### src/rtl/pc_seq_if.sv
// Fetch-side bundle for pc_seq: redirect/stall inputs from decode, imem handshake, PC outputs.
interface pc_seq_if #(parameter int WIDTH = 32);
  logic             i_stall;
  logic             i_branch;
  logic [WIDTH-1:0] i_branch_target;
  logic             i_jump;
  logic [WIDTH-1:0] i_jump_target;
  logic             i_exc;
  logic             i_eret;
  logic             i_imem_ack;
  logic             o_imem_req;
  logic [WIDTH-1:0] o_pc;
  logic [WIDTH-1:0] o_pc_next_seq;
  logic             o_fetch_valid;
  logic [WIDTH-1:0] o_epc;
  logic             o_redirect_pending;

  modport slave (
    input  i_stall, i_branch, i_branch_target, i_jump, i_jump_target,
           i_exc, i_eret, i_imem_ack,
    output o_imem_req, o_pc, o_pc_next_seq, o_fetch_valid, o_epc, o_redirect_pending
  );

  modport master (
    output i_stall, i_branch, i_branch_target, i_jump, i_jump_target,
           i_exc, i_eret, i_imem_ack,
    input  o_imem_req, o_pc, o_pc_next_seq, o_fetch_valid, o_epc, o_redirect_pending
  );
endinterface

### src/rtl/pc_seq.sv
// MIPS32 fetch PC sequencer: imem req/ack, prioritised redirects, EPC, pending-redirect buffer.
// Optional branch delay slot for jump/branch when PC_DELAY_SLOT_EN is defined.
module pc_seq #(
  parameter int               WIDTH        = 32,
  parameter logic [WIDTH-1:0] RESET_VECTOR = 32'hBFC0_0000,
  parameter logic [WIDTH-1:0] EXC_VECTOR   = 32'hBFC0_0380,
  parameter int               STEP         = 4
) (
  input logic    i_clk,
  input logic    i_rst_n,
  pc_seq_if.slave bus
);
  typedef enum logic [1:0] {S_IDLE, S_RUN, S_WAIT} state_e;

  // Redirect priority codes: exc=3, eret=2, jump=1, branch=0.
  localparam logic [1:0] PRI_ERET = 2'd2;

  state_e           state_q, state_d;
  logic [WIDTH-1:0] pc_q, pc_d;
  logic [WIDTH-1:0] epc_q, epc_d;
  logic             pend_q, pend_d;
  logic [WIDTH-1:0] pend_tgt_q, pend_tgt_d;
  logic [1:0]       pend_pri_q, pend_pri_d;
`ifdef PC_DELAY_SLOT_EN
  logic             armed_q, armed_d;
`endif

  logic             req, adv;
  logic             win_vld;
  logic [1:0]       win_pri;
  logic [WIDTH-1:0] win_raw, win_tgt, pc_seq_nxt;

  assign pc_seq_nxt = pc_q + WIDTH'(STEP);

  always_comb begin
    win_vld = bus.i_exc | bus.i_eret | bus.i_jump | bus.i_branch;
    win_pri = 2'd0;
    win_raw = bus.i_branch_target;
    if (bus.i_exc) begin
      win_pri = 2'd3;
      win_raw = EXC_VECTOR;
    end else if (bus.i_eret) begin
      win_pri = PRI_ERET;
      win_raw = epc_q;
    end else if (bus.i_jump) begin
      win_pri = 2'd1;
      win_raw = bus.i_jump_target;
    end
    win_tgt = {win_raw[WIDTH-1:2], 2'b00};
  end

  always_comb begin
    state_d = state_q;
    req     = 1'b0;
    case (state_q)
      S_IDLE: state_d = S_RUN;
      S_RUN: begin
        req = ~bus.i_stall;
        if (req && !bus.i_imem_ack) state_d = S_WAIT;
      end
      S_WAIT: begin
        req = 1'b1;
        if (bus.i_imem_ack) state_d = S_RUN;
      end
      default: state_d = S_IDLE;
    endcase
  end

  assign adv = req & bus.i_imem_ack;

  always_comb begin
    pc_d       = pc_q;
    epc_d      = bus.i_exc ? pc_q : epc_q;
    pend_d     = pend_q;
    pend_tgt_d = pend_tgt_q;
    pend_pri_d = pend_pri_q;
`ifdef PC_DELAY_SLOT_EN
    armed_d    = armed_q;
    if (adv) begin
      // exc/eret go straight through; jump/branch take one delay-slot fetch first.
      if (win_vld && win_pri >= PRI_ERET) begin
        pc_d    = win_tgt;
        pend_d  = 1'b0;
        armed_d = 1'b0;
      end else if (pend_q && (armed_q || pend_pri_q >= PRI_ERET)) begin
        pc_d    = pend_tgt_q;
        pend_d  = 1'b0;
        armed_d = 1'b0;
      end else if (win_vld) begin
        pc_d       = pc_seq_nxt;
        pend_d     = 1'b1;
        pend_tgt_d = win_tgt;
        pend_pri_d = win_pri;
        armed_d    = 1'b1;
      end else begin
        pc_d    = pc_seq_nxt;
        armed_d = pend_q;
      end
    end else if (win_vld && (!pend_q || win_pri >= pend_pri_q)) begin
      pend_d     = 1'b1;
      pend_tgt_d = win_tgt;
      pend_pri_d = win_pri;
    end
`else
    if (adv) begin
      pend_d = 1'b0;
      if (win_vld)     pc_d = win_tgt;
      else if (pend_q) pc_d = pend_tgt_q;
      else             pc_d = pc_seq_nxt;
    end else if (win_vld && (!pend_q || win_pri >= pend_pri_q)) begin
      pend_d     = 1'b1;
      pend_tgt_d = win_tgt;
      pend_pri_d = win_pri;
    end
`endif
  end

  always_ff @(posedge i_clk) begin
    if (!i_rst_n) begin
      state_q    <= S_IDLE;
      pc_q       <= RESET_VECTOR;
      epc_q      <= '0;
      pend_q     <= 1'b0;
      pend_tgt_q <= '0;
      pend_pri_q <= 2'd0;
`ifdef PC_DELAY_SLOT_EN
      armed_q    <= 1'b0;
`endif
    end else begin
      state_q    <= state_d;
      pc_q       <= pc_d;
      epc_q      <= epc_d;
      pend_q     <= pend_d;
      pend_tgt_q <= pend_tgt_d;
      pend_pri_q <= pend_pri_d;
`ifdef PC_DELAY_SLOT_EN
      armed_q    <= armed_d;
`endif
    end
  end

  assign bus.o_imem_req         = req;
  assign bus.o_pc               = pc_q;
  assign bus.o_pc_next_seq      = pc_seq_nxt;
  assign bus.o_fetch_valid      = adv;
  assign bus.o_epc              = epc_q;
  assign bus.o_redirect_pending = pend_q;
endmodule

### src/flat_wrapper.sv
// flat-port wrapper written by rule: the top's interface ports become plain ports
module pc_seq_flat 
#(
  parameter int               WIDTH        = 32,
  parameter logic [WIDTH-1:0] RESET_VECTOR = 32'hBFC0_0000,
  parameter logic [WIDTH-1:0] EXC_VECTOR   = 32'hBFC0_0380,
  parameter int               STEP         = 4
)
  (i_clk, i_rst_n, bus_i_stall, bus_i_branch, bus_i_branch_target, bus_i_jump, bus_i_jump_target, bus_i_exc, bus_i_eret, bus_i_imem_ack, bus_o_imem_req, bus_o_pc, bus_o_pc_next_seq, bus_o_fetch_valid, bus_o_epc, bus_o_redirect_pending);
  pc_seq_if #(.WIDTH(WIDTH)) bus_i ();
  input logic i_clk;
  input logic i_rst_n;
  input wire logic [$bits(bus_i.i_stall)-1:0] bus_i_stall;
  input wire logic [$bits(bus_i.i_branch)-1:0] bus_i_branch;
  input wire logic [$bits(bus_i.i_branch_target)-1:0] bus_i_branch_target;
  input wire logic [$bits(bus_i.i_jump)-1:0] bus_i_jump;
  input wire logic [$bits(bus_i.i_jump_target)-1:0] bus_i_jump_target;
  input wire logic [$bits(bus_i.i_exc)-1:0] bus_i_exc;
  input wire logic [$bits(bus_i.i_eret)-1:0] bus_i_eret;
  input wire logic [$bits(bus_i.i_imem_ack)-1:0] bus_i_imem_ack;
  output wire logic [$bits(bus_i.o_imem_req)-1:0] bus_o_imem_req;
  output wire logic [$bits(bus_i.o_pc)-1:0] bus_o_pc;
  output wire logic [$bits(bus_i.o_pc_next_seq)-1:0] bus_o_pc_next_seq;
  output wire logic [$bits(bus_i.o_fetch_valid)-1:0] bus_o_fetch_valid;
  output wire logic [$bits(bus_i.o_epc)-1:0] bus_o_epc;
  output wire logic [$bits(bus_i.o_redirect_pending)-1:0] bus_o_redirect_pending;
  assign bus_i.i_stall = bus_i_stall;
  assign bus_i.i_branch = bus_i_branch;
  assign bus_i.i_branch_target = bus_i_branch_target;
  assign bus_i.i_jump = bus_i_jump;
  assign bus_i.i_jump_target = bus_i_jump_target;
  assign bus_i.i_exc = bus_i_exc;
  assign bus_i.i_eret = bus_i_eret;
  assign bus_i.i_imem_ack = bus_i_imem_ack;
  assign bus_o_imem_req = bus_i.o_imem_req;
  assign bus_o_pc = bus_i.o_pc;
  assign bus_o_pc_next_seq = bus_i.o_pc_next_seq;
  assign bus_o_fetch_valid = bus_i.o_fetch_valid;
  assign bus_o_epc = bus_i.o_epc;
  assign bus_o_redirect_pending = bus_i.o_redirect_pending;
  pc_seq #(.WIDTH(WIDTH), .RESET_VECTOR(RESET_VECTOR), .EXC_VECTOR(EXC_VECTOR), .STEP(STEP)) u_core (.i_clk(i_clk), .i_rst_n(i_rst_n), .bus(bus_i));
endmodule
### config.mk
export PLATFORM = sky130hd
export DESIGN_NAME = pc_seq_flat
export DESIGN_NICKNAME = d
export VERILOG_FILES = /design/src/rtl/pc_seq_if.sv /design/src/rtl/pc_seq.sv /design/src/flat_wrapper.sv
export SDC_FILE = /design/constraint.sdc
export NUM_CORES = 1
export LEC_CHECK = 0
export CORE_MARGIN = 3
export CORE_UTILIZATION = 37
export CTS_BUF_LIST = sky130_fd_sc_hd__clkbuf_16
export CTS_CLUSTER_DIAMETER = 50
export DETAILED_ROUTE_END_ITERATION = 7
export GPL_TIMING_DRIVEN = 0
export MAX_ROUTING_LAYER = met4
export PLACE_DENSITY = 0.72
export SLEW_MARGIN = 40
export SYNTH_ARGS = -nofsm -noshare
export SYNTH_HDL_FRONTEND = slang
export SYNTH_SLANG_ARGS = --single-unit
### constraint.sdc
create_clock -name i_clk -period 4.2 [get_ports i_clk]
set_input_delay 0.84 -clock i_clk [delete_from_list [all_inputs] [get_ports i_clk]]
set_output_delay 0.84 -clock i_clk [all_outputs]
set_load 0.01 [all_outputs]
Yosys cells after proc, flatten, opt, wreduce, memory -nomap -nowiden
Index checks and enable logic that the tools add are counted.
- bits of input ports: 72
- output and inout bits: 99
- flip-flop bits (word level): 99
- logic and storage cells: 40
- eq/ne operators: 4
- order comparisons: 1
- reductions and logical operators: 9
- bitwise gates (word level): 7
- $add $sub $neg: 1
- muxes and demuxes: 12
- operators with widths (operator ; number):
    2-to-1 mux 32 bit ; 5
    adder 32 x 3 -> 32 bit (second input constant) ; 1
    2-to-1 mux 2 bit ; 4
    one-hot mux 2 bit (3 select lines) ; 1
    AND reduction 2 bit ; 2
    NOT 1 bit ; 3
    bitwise OR 1 bit ; 3
    equality test 2 x 1 -> 1 bit (second input constant) ; 1
    equality test 2 bit (second input constant) ; 1
    greater-or-equal comparator 2 bit ; 1
    logical AND 1 bit ; 2
    logical NOT 1 bit ; 2
    logical NOT 2 bit ; 1
    != test 2 x 1 -> 1 bit (second input constant) ; 1
    != test 2 bit (second input constant) ; 1
    one-hot mux 1 bit (2 select lines) ; 1
    OR reduction 2 bit ; 1
    AND 1 bit ; 1
    logical OR 1 bit ; 1
    2-to-1 mux 1 bit ; 1

Depth between registers and ports, before layout
Gate-level depths: netlist (run 1).
- depth in word-level cells: 7
- depth in mapped cells: 13

Least setup slack after synthesis (run 1)
No wires, ideal clock.
- path type: input port to flip-flop
- from: input bus_i_eret
- to: register u_core.pend_tgt_q[12]
- data required time: 4.130 ns
- stages: 11
- arrival: 3.343 ns
- setup slack: 0.787 ns
- path buffers: 4
- path through: buf_2 inv_1 clkbuf_1 clkbuf_1 a21oi_1 ha_1 o21ai_0 a311o_1 clkbuf_1 or4_1 a21oi_1
- longest elaborated chain between the ends: 6
- ends and longest elaborated chain (element ; line ; text):
    start: declaration ; flat_wrapper.sv:19 ; input wire logic [$bits(bus_i.i_eret)-1:0] bus_i_eret;
    2-to-1 mux 2 bit ; pc_seq.sv:42 ; end else if (bus.i_eret) begin
    2-to-1 mux 2 bit ; pc_seq.sv:39 ; if (bus.i_exc) begin
    greater-or-equal comparator 2 bit ; pc_seq.sv:110 ; end else if (win_vld && (!pend_q || win_pri >= pend_pri_q)) begin
    logical OR 1 bit ; pc_seq.sv:110 ;
    logical AND 1 bit ; pc_seq.sv:110 ;
    AND reduction 2 bit (no line) ; -- ;
    end signal: assignment ; pc_seq.sv:134 ; pend_tgt_q <= pend_tgt_d;
    end: declaration ; pc_seq.sv:22 ; logic [WIDTH-1:0] pend_tgt_q, pend_tgt_d;
Several ways; a longest one is shown, not always the timed one.
A chain may end at the register's enable or synchronous reset.

Worst setup path after layout (run 1)
- from: register u_core.pc_q[2] (netlist: u_core.bus.o_pc[2])
- to: output bus_o_pc_next_seq[22]
- longest elaborated chain between the ends: 1
- ends and longest elaborated chain (element ; line ; text):
    start: declaration ; pc_seq.sv:19 ; logic [WIDTH-1:0] pc_q, pc_d;
    start signal: assignment ; pc_seq.sv:131 ; pc_q <= pc_d;
    adder 32 x 3 -> 32 bit ; pc_seq.sv:33 ; assign pc_seq_nxt = pc_q + WIDTH'(STEP);
    end: declaration ; flat_wrapper.sv:23 ; output wire logic [$bits(bus_i.o_pc_next_seq)-1:0] bus_o_pc_next_seq;
Every way passes these cells.

==> metrics, run 1 <==
P_int 1870 uW; global-route usage over all layers 27.9%; Multi-input gate area 3550 um2; status finished clean; average size of a mapped cell 7.84 um2; maximum clock rate 249 MHz; Worst R2R Path Depth 10; worst reg-to-reg setup slack 1430 ps; unrepaired setup endpoints after global routing no; via count 6589; crit start category register; post-DR wirelength/cell 21.4 um; Core Rows 45; synth top area cells dfxtp_1 33%, mux2i_1 9.0%, a21oi_1 5.2%, nor2_1 4.7%, nand2_1 4.3%; EDFF count, synth 0; post-synthesis sequential area ratio 32.7%; Setup TNS 0 ps; Async SR Flop Fraction 0%; Total Nets Final 993; Die H 131 um; leakage 0.00302 uW; worst min-delay path startpoint u_core.pend_tgt_q[14]$_SDFFE_PN0P_; Reg2Reg Capture Point u_core.pend_tgt_q[22]$_SDFFE_PN0P_; Clock Pin Slew Worst Setup and Hold Paths 70 ps; Routed Wire Length 24.1 mm; Worst Path Required 3360 ps; clk root buf clkbuf_16; 1st-pass router iterations 5; CTS Buffer Depth 2; Final Setup Violations 0; First DRT Iteration DRCs 1005; IO Port Bufs 157; largest net degree at the start of global routing 14; initial antenna violation count 0; count of pins over their slew limit 0; fin crit period 4020 ps; Remaining DRCs 0; crit path DAT 3180 ps; Top-Level Pins 171; synth cell count leaders 95 x dfxtp_1, 72 x nor2_1, 66 x nand2_1; critical path class register to primary output; Post-DP HPWL 17.1 mm; crit end category primary output; hold_buf cts 0; ys flop type dfxtp_1; synthesized flop and latch total 95; Area growth syn-to-layout 36.6%; core area 15300 um2; Cells after Synth 741; Finished Core Util 52.0%; register area 1900 um2; Finished Cell Area 7940 um2; relative slew slack 43.4%; worst-margin pin slew 848 ps; maximum VDD drop 0.217 mV; worst min-delay path class register to register; global route overflow 0; Ys Warns 0; Synth area leader dfxtp_1; Hold Crit Endpoint u_core.pend_tgt_q[14]$_SDFFE_PN0P_; Comb pwr share 36.6%; Placed Area 7670 um2; worst-path fanout max 7; CTS tree done; TritonCTS Buffers 9; Clk pwr share 25.4%; routability cong. 0.943; hold path depth 2; ANT nets after route 0; Clock Latency Late Sink 360 ps; Pwr Density 374 nW/um2; final worst slack 178 ps; sequential share of power 38.0%; Post-Syn Area 5810 um2; Switch Pwr 1090 uW; post-synth cell types 66; clock sinks 95; H-tree levels 3; most instantiated library cell after synthesis dfxtp_1; Worst setup startpoint u_core.bus.o_pc[2]$_SDFFE_PN0P_; Switching Fraction 36.9%; Worst Setup Slack post-DPL -1180 ps; die width 131 um; Via density 5.84; vias in the first global route 6336; Filler cells 1511; total die area 17200 um2; antenna cells 0; fin crit share 95.8%; Final Hold Fails 0; Max Cap Viol 0; clock skew 10.1 ps; proportion of layout cells with a drive suffix above 1 7.31%; post-synth top area share 32.7%; R2R Path Start u_core.state_q[1]$_SDFFE_PN0P_; first-pass GRT wire length 36.7 mm; starting density of the core 38.1%
-- registers in the layout, summed over array words and instances (netlist names) --
register and cells:
u_core.pend_pri_q 2, u_core.state_q 2, u_core.bus.o_epc 30, u_core.bus.o_pc 30, u_core.bus.o_redirect_pending 1, u_core.pend_tgt_q 30
-- cell families (layout without fill, tap and decap cells) --
family	Yosys count	count (layout)	synth area share, %
AND/OR/NAND/NOR	275	275	24.1
AO/OA/AOI/OAI	183	183	20.1
flip-flops	95	95	32.7
buffers and inverters	92	263	6.57
multiplexers	65	65	11.5
XOR/XNOR	23	23	3.47
adder cells (fa/ha/maj)	7	7	1.51
other	1	6	0.0645
-- worst max-delay path by stage --
stage | to | cells past startpoint
final | bus_o_pc_next_seq[22] | 8
after global routing | u_core.pend_tgt_q[20]$_SDFFE_PN0P_ | 11
after CTS | u_core.pend_tgt_q[19]$_SDFFE_PN0P_ | 10
after detailed placement | u_core.pend_tgt_q[22]$_SDFFE_PN0P_ | 12
after global placement | u_core.pend_tgt_q[22]$_SDFFE_PN0P_ | 12
after floorplan | u_core.pend_tgt_q[12]$_SDFFE_PN0P_ | 11
-- metal layers --
layer	vias to the layer above	track usage (%)	wire, um
met3	81	7.96	2970
met2	487	41.0	10400
met4	0	11.4	985
li1	2985	-	-
met1	3036	36.2	9800
met5	-	-	0
-- layout make-up --
class,count,share of cell area [%]
plain buffers,67,3.77
clock buffers,9,2.84
clock inverters,5,0.252
inverters,23,1.09
multi-input cells,559,44.8
flip-flops and latches,95,24.0
well taps,211,3.33
repair buffers,159,20.0
-- critical path, cell delays in order (launching register included) --
cell and delay [ps]:
dfxtp_1 510, ha_1 270, nand4_1 100, buf_4 180, or3_1 290, buf_2 200, or4_1 530, xnor2_1 180
clkdlybuf4s50_1 570
-- timing repair --
action | in CTS | in global routing
setup buffers | 0 | 2
endpoints found under the setup margin | 32 | 34
pin swaps | 0 | 1
gates resized for setup | 5 | 4
-- through the flow --
step | hold slack, ps | cells | total power (uW)
6_report | 451 | 1128 | 2970
5_1_grt | 470 | 1128 | 3070
4_1_cts | 448 | 1127 | 2930
3_5_place_dp | 439 | 1114 | 2190
3_3_place_gp | 434 | 1114 | 2180
2_1_floorplan | 427 | 746 | 1680
-- cells in the final DEF (no fill, tap or decap), types with 12 or more instances in the layout --
cell	netlist	layout
clkdlybuf4s50_1	0	156
dfxtp_1	95	95
nor2_1	72	72
nand2_1	66	66
a21oi_1	60	60
mux2i_1	52	52
o21ai_0	40	40
clkbuf_1	44	35
inv_1	21	23
nand2b_1	21	21
nand3_1	20	20
a211oi_1	19	19
nor3_1	18	18
xnor2_1	16	16
mux2_2	13	13
buf_2	10	12
-- power by group through the flow --
stage / combinational [uW] / sequential [uW] / clock [uW]
6_report: 1080 / 1130 / 753
5_1_grt: 1150 / 1140 / 782
3_5_place_dp: 1050 / 1140 / 0
2_1_floorplan: 544 / 1140 / 0
4_1_cts: 1060 / 1120 / 749
3_3_place_gp: 1040 / 1140 / 0
(Power assumes the default switching activity.)
==> run 2: changes to the inputs <==
--- a/config.mk
+++ b/config.mk
@@ -5,10 +5,10 @@
 export SDC_FILE = /design/constraint.sdc
 export NUM_CORES = 1
 export LEC_CHECK = 0
+export CAP_MARGIN = 0
 export CORE_MARGIN = 3
 export CORE_UTILIZATION = 37
 export CTS_BUF_LIST = sky130_fd_sc_hd__clkbuf_16
-export CTS_CLUSTER_DIAMETER = 50
 export DETAILED_ROUTE_END_ITERATION = 7
 export GPL_TIMING_DRIVEN = 0
 export MAX_ROUTING_LAYER = met4
==> results of run 2 <==
Final layout, timing and power as in run 1 (identical DEF).
==> run 3: changes to the inputs <==
--- a/config.mk
+++ b/config.mk
@@ -13,7 +13,6 @@
 export GPL_TIMING_DRIVEN = 0
 export MAX_ROUTING_LAYER = met4
 export PLACE_DENSITY = 0.72
-export SLEW_MARGIN = 40
 export SYNTH_ARGS = -nofsm -noshare
 export SYNTH_HDL_FRONTEND = slang
 export SYNTH_SLANG_ARGS = --single-unit
==> constraint.sdc (replaced) <==
create_clock -name i_clk -period 4.4 [get_ports i_clk]
set_input_delay 0.88 -clock i_clk [delete_from_list [all_inputs] [get_ports i_clk]]
set_output_delay 0.88 -clock i_clk [all_outputs]
set_load 0.01 [all_outputs]
==> run 3 against run 2 <==
Global-route usage is 0.089 points higher. Sequential power decreased by 4%. Highest routed layer unchanged. Final area fell by 0.19%. Clock power is 4.5% lower. First-iteration DRC count decreased by 4.7%. Register-to-register slack improved by 230 ps. Critical path depth fell by 1.
==> metrics, run 3 (synthesis gave the netlist of run 1 again) <==
status finished clean (unchanged); worst min-delay path class register to register (unchanged); Max Cap Viol 0 (unchanged); IO Port Bufs 157 (unchanged); leakage 0.00300 uW (was 0.00302 uW); maximum VDD drop 0.190 mV (was 0.217 mV); Worst Path Required 3520 ps (was 3360 ps); Final Setup Violations 0 (unchanged); Crit path max-delay family simple AND/OR/NAND/NOR gates (was buffers and inverters); Area growth syn-to-layout 36.3% (was 36.6%); register area 1900 um2 (unchanged); fin crit period 4260 ps; core area 15300 um2 (unchanged); Via density 5.92 (was 5.84); crit start category register (unchanged); antenna cells 0 (unchanged); relative slew slack 34.6% (was 43.4%); unrepaired setup endpoints after global routing no (unchanged); Post-DP HPWL 17.1 mm (about the same); first-pass GRT wire length 36.8 mm (was 36.7 mm); Routed Wire Length 24.1 mm (about the same); Non-Filler Instances 1127 (was 1128); Core Rows 45 (unchanged); 1st-pass router iterations 8 (was 5); count of pins over their slew limit 0 (unchanged); H-tree levels 3 (unchanged); ANT nets after route 0 (unchanged); Top-Level Pins 171 (unchanged); clock sinks 95 (unchanged); placed cells 1114 (unchanged); Clock Pin Slew Worst Setup and Hold Paths 70 ps (about the same); Critical-path top delay cell clkdlybuf4s50_1 (unchanged); worst-path fanout max 7 (unchanged); Total Nets Final 992 (was 993); Crit path buffers/inverters 2 (was 3); largest net degree at the start of global routing 14 (unchanged); Design Power 2830 uW (was 2970 uW); Post-CTS Setup Bufs 0 (unchanged); commonest non-fill, non-tap cells in the layout 156 x clkdlybuf4s50_1, 95 x dfxtp_1, 72 x nor2_1, 66 x nand2_1, 60 x a21oi_1 (unchanged); critical path class register to primary output (unchanged); TritonCTS Buffers 9 (unchanged); max incr delay on CP 570 ps (about the same); CTS Buffer Depth 2 (unchanged); global-route usage over all layers 28.0% (was 27.9%); CTS resizes 5 (unchanged); crit-path cells ha_1, nand4_1, or3_1, buf_2, or4_1, xnor2_1, clkdlybuf4s50_1 (was ha_1, nand4_1, buf_4, or3_1, buf_2, or4_1, xnor2_1, clkdlybuf4s50_1); Final Hold Fails 0 (unchanged); routability cong. 0.943 (unchanged); worst-margin pin slew 981 ps (was 848 ps); proportion of layout cells with a drive suffix above 1 6.77% (was 7.31%); global route overflow 0 (unchanged); First DRT Iteration DRCs 958 (was 1005); clk root buf clkbuf_16 (unchanged); CTS tree done (unchanged); crit path DAT 3380 ps (was 3180 ps); hold_buf cts 0 (unchanged); Die H 131 um (unchanged); starting density of the core 38.1% (unchanged); via count 6668 (was 6589); total die area 17200 um2 (unchanged); Multi-input gate area 3550 um2 (unchanged); clock skew 13.0 ps (was 10.1 ps); commonest non-fill, non-tap cell in the layout clkdlybuf4s50_1 (unchanged); Clock Latency Late Sink 360 ps (about the same); fin crit share 96.9%; Filler cells 1498 (was 1511); crit end category primary output (unchanged); Pwr Density 357 nW/um2 (was 374 nW/um2); maximum clock rate 234 MHz; die width 131 um (unchanged); initial antenna violation count 0 (unchanged); Remaining DRCs 0 (unchanged); vias in the first global route 6353 (was 6336); post-DR wirelength/cell 21.4 um (about the same)
-- run 3: cell types whose count changed in the layout (fill, tap and decap cells not counted), sizes merged --
| cell | before | now |
|---|---|---|
| buf | 26 | 24 |
| clkbuf | 52 | 53 |
-- run 3: worst paths after layout --
path | from | end | slack (ps) | depth (start not counted)
max reg2reg | u_core.state_q[1]$_SDFFE_PN0P_ | u_core.pend_tgt_q[22]$_SDFFE_PN0P_ | 1660 | 10
min | u_core.pend_tgt_q[14]$_SDFFE_PN0P_ | u_core.pend_tgt_q[14]$_SDFFE_PN0P_ | 450 | 2
max | u_core.bus.o_pc[2]$_SDFFE_PN0P_ | bus_o_pc_next_seq[22] | 140 | 7
min reg2reg | u_core.pend_tgt_q[14]$_SDFFE_PN0P_ | u_core.pend_tgt_q[14]$_SDFFE_PN0P_ | 450 | 2
-- run 3: power breakdown --
| group | switching (uW) | total (uW) | internal [uW] |
|---|---|---|---|
| Clock | 351 | 719 | 369 |
| Sequential | 112 | 1080 | 964 |
| Combinational | 577 | 1030 | 455 |
-- run 3: metrics by stage --
| stage | setup slack, ps | cell area, um2 | hold slack [ps] | util (%) | TNS, ps |
|---|---|---|---|---|---|
| after global routing | 37.5 | 7920 | 470 | 51.9 | 0 |
| after floorplan | 947 | 5830 | 427 | - | 0 |
| final | 135 | 7920 | 450 | 51.9 | 0 |
| after detailed placement | -1000 | 7670 | 439 | 50.2 | -25730 |
| after global placement | -1020 | 7670 | 434 | 50.2 | -27030 |
| after CTS | 22.3 | 7920 | 448 | 51.9 | 0 |
-- run 3: metal layers --
metal / share of wire, % / GRT usage (%) / routed length (um) / vias to the layer above
met4: 3.9 / 11.4 / 942 / 0
met5: 0 / - / 0 / -
li1: - / - / - / 2988
met1: 41 / 36.8 / 9960 / 3105
met2: 43 / 41.1 / 10500 / 494
met3: 12 / 7.31 / 2780 / 81
-- run 3: cell type report --
cell class	instances	area share, %
flip-flops and latches	95	24.0
clock inverters	5	0.253
multi-input cells	559	44.8
plain buffers	68	3.77
clock buffers	9	2.84
inverters	23	1.09
repair buffers	157	19.9
well taps	211	3.33
-- run 3: tightest hold or removal path: stages (launching register included) --
cell	delay [ps]
dfxtp_1	310
nand2_1	50
a21oi_1	50
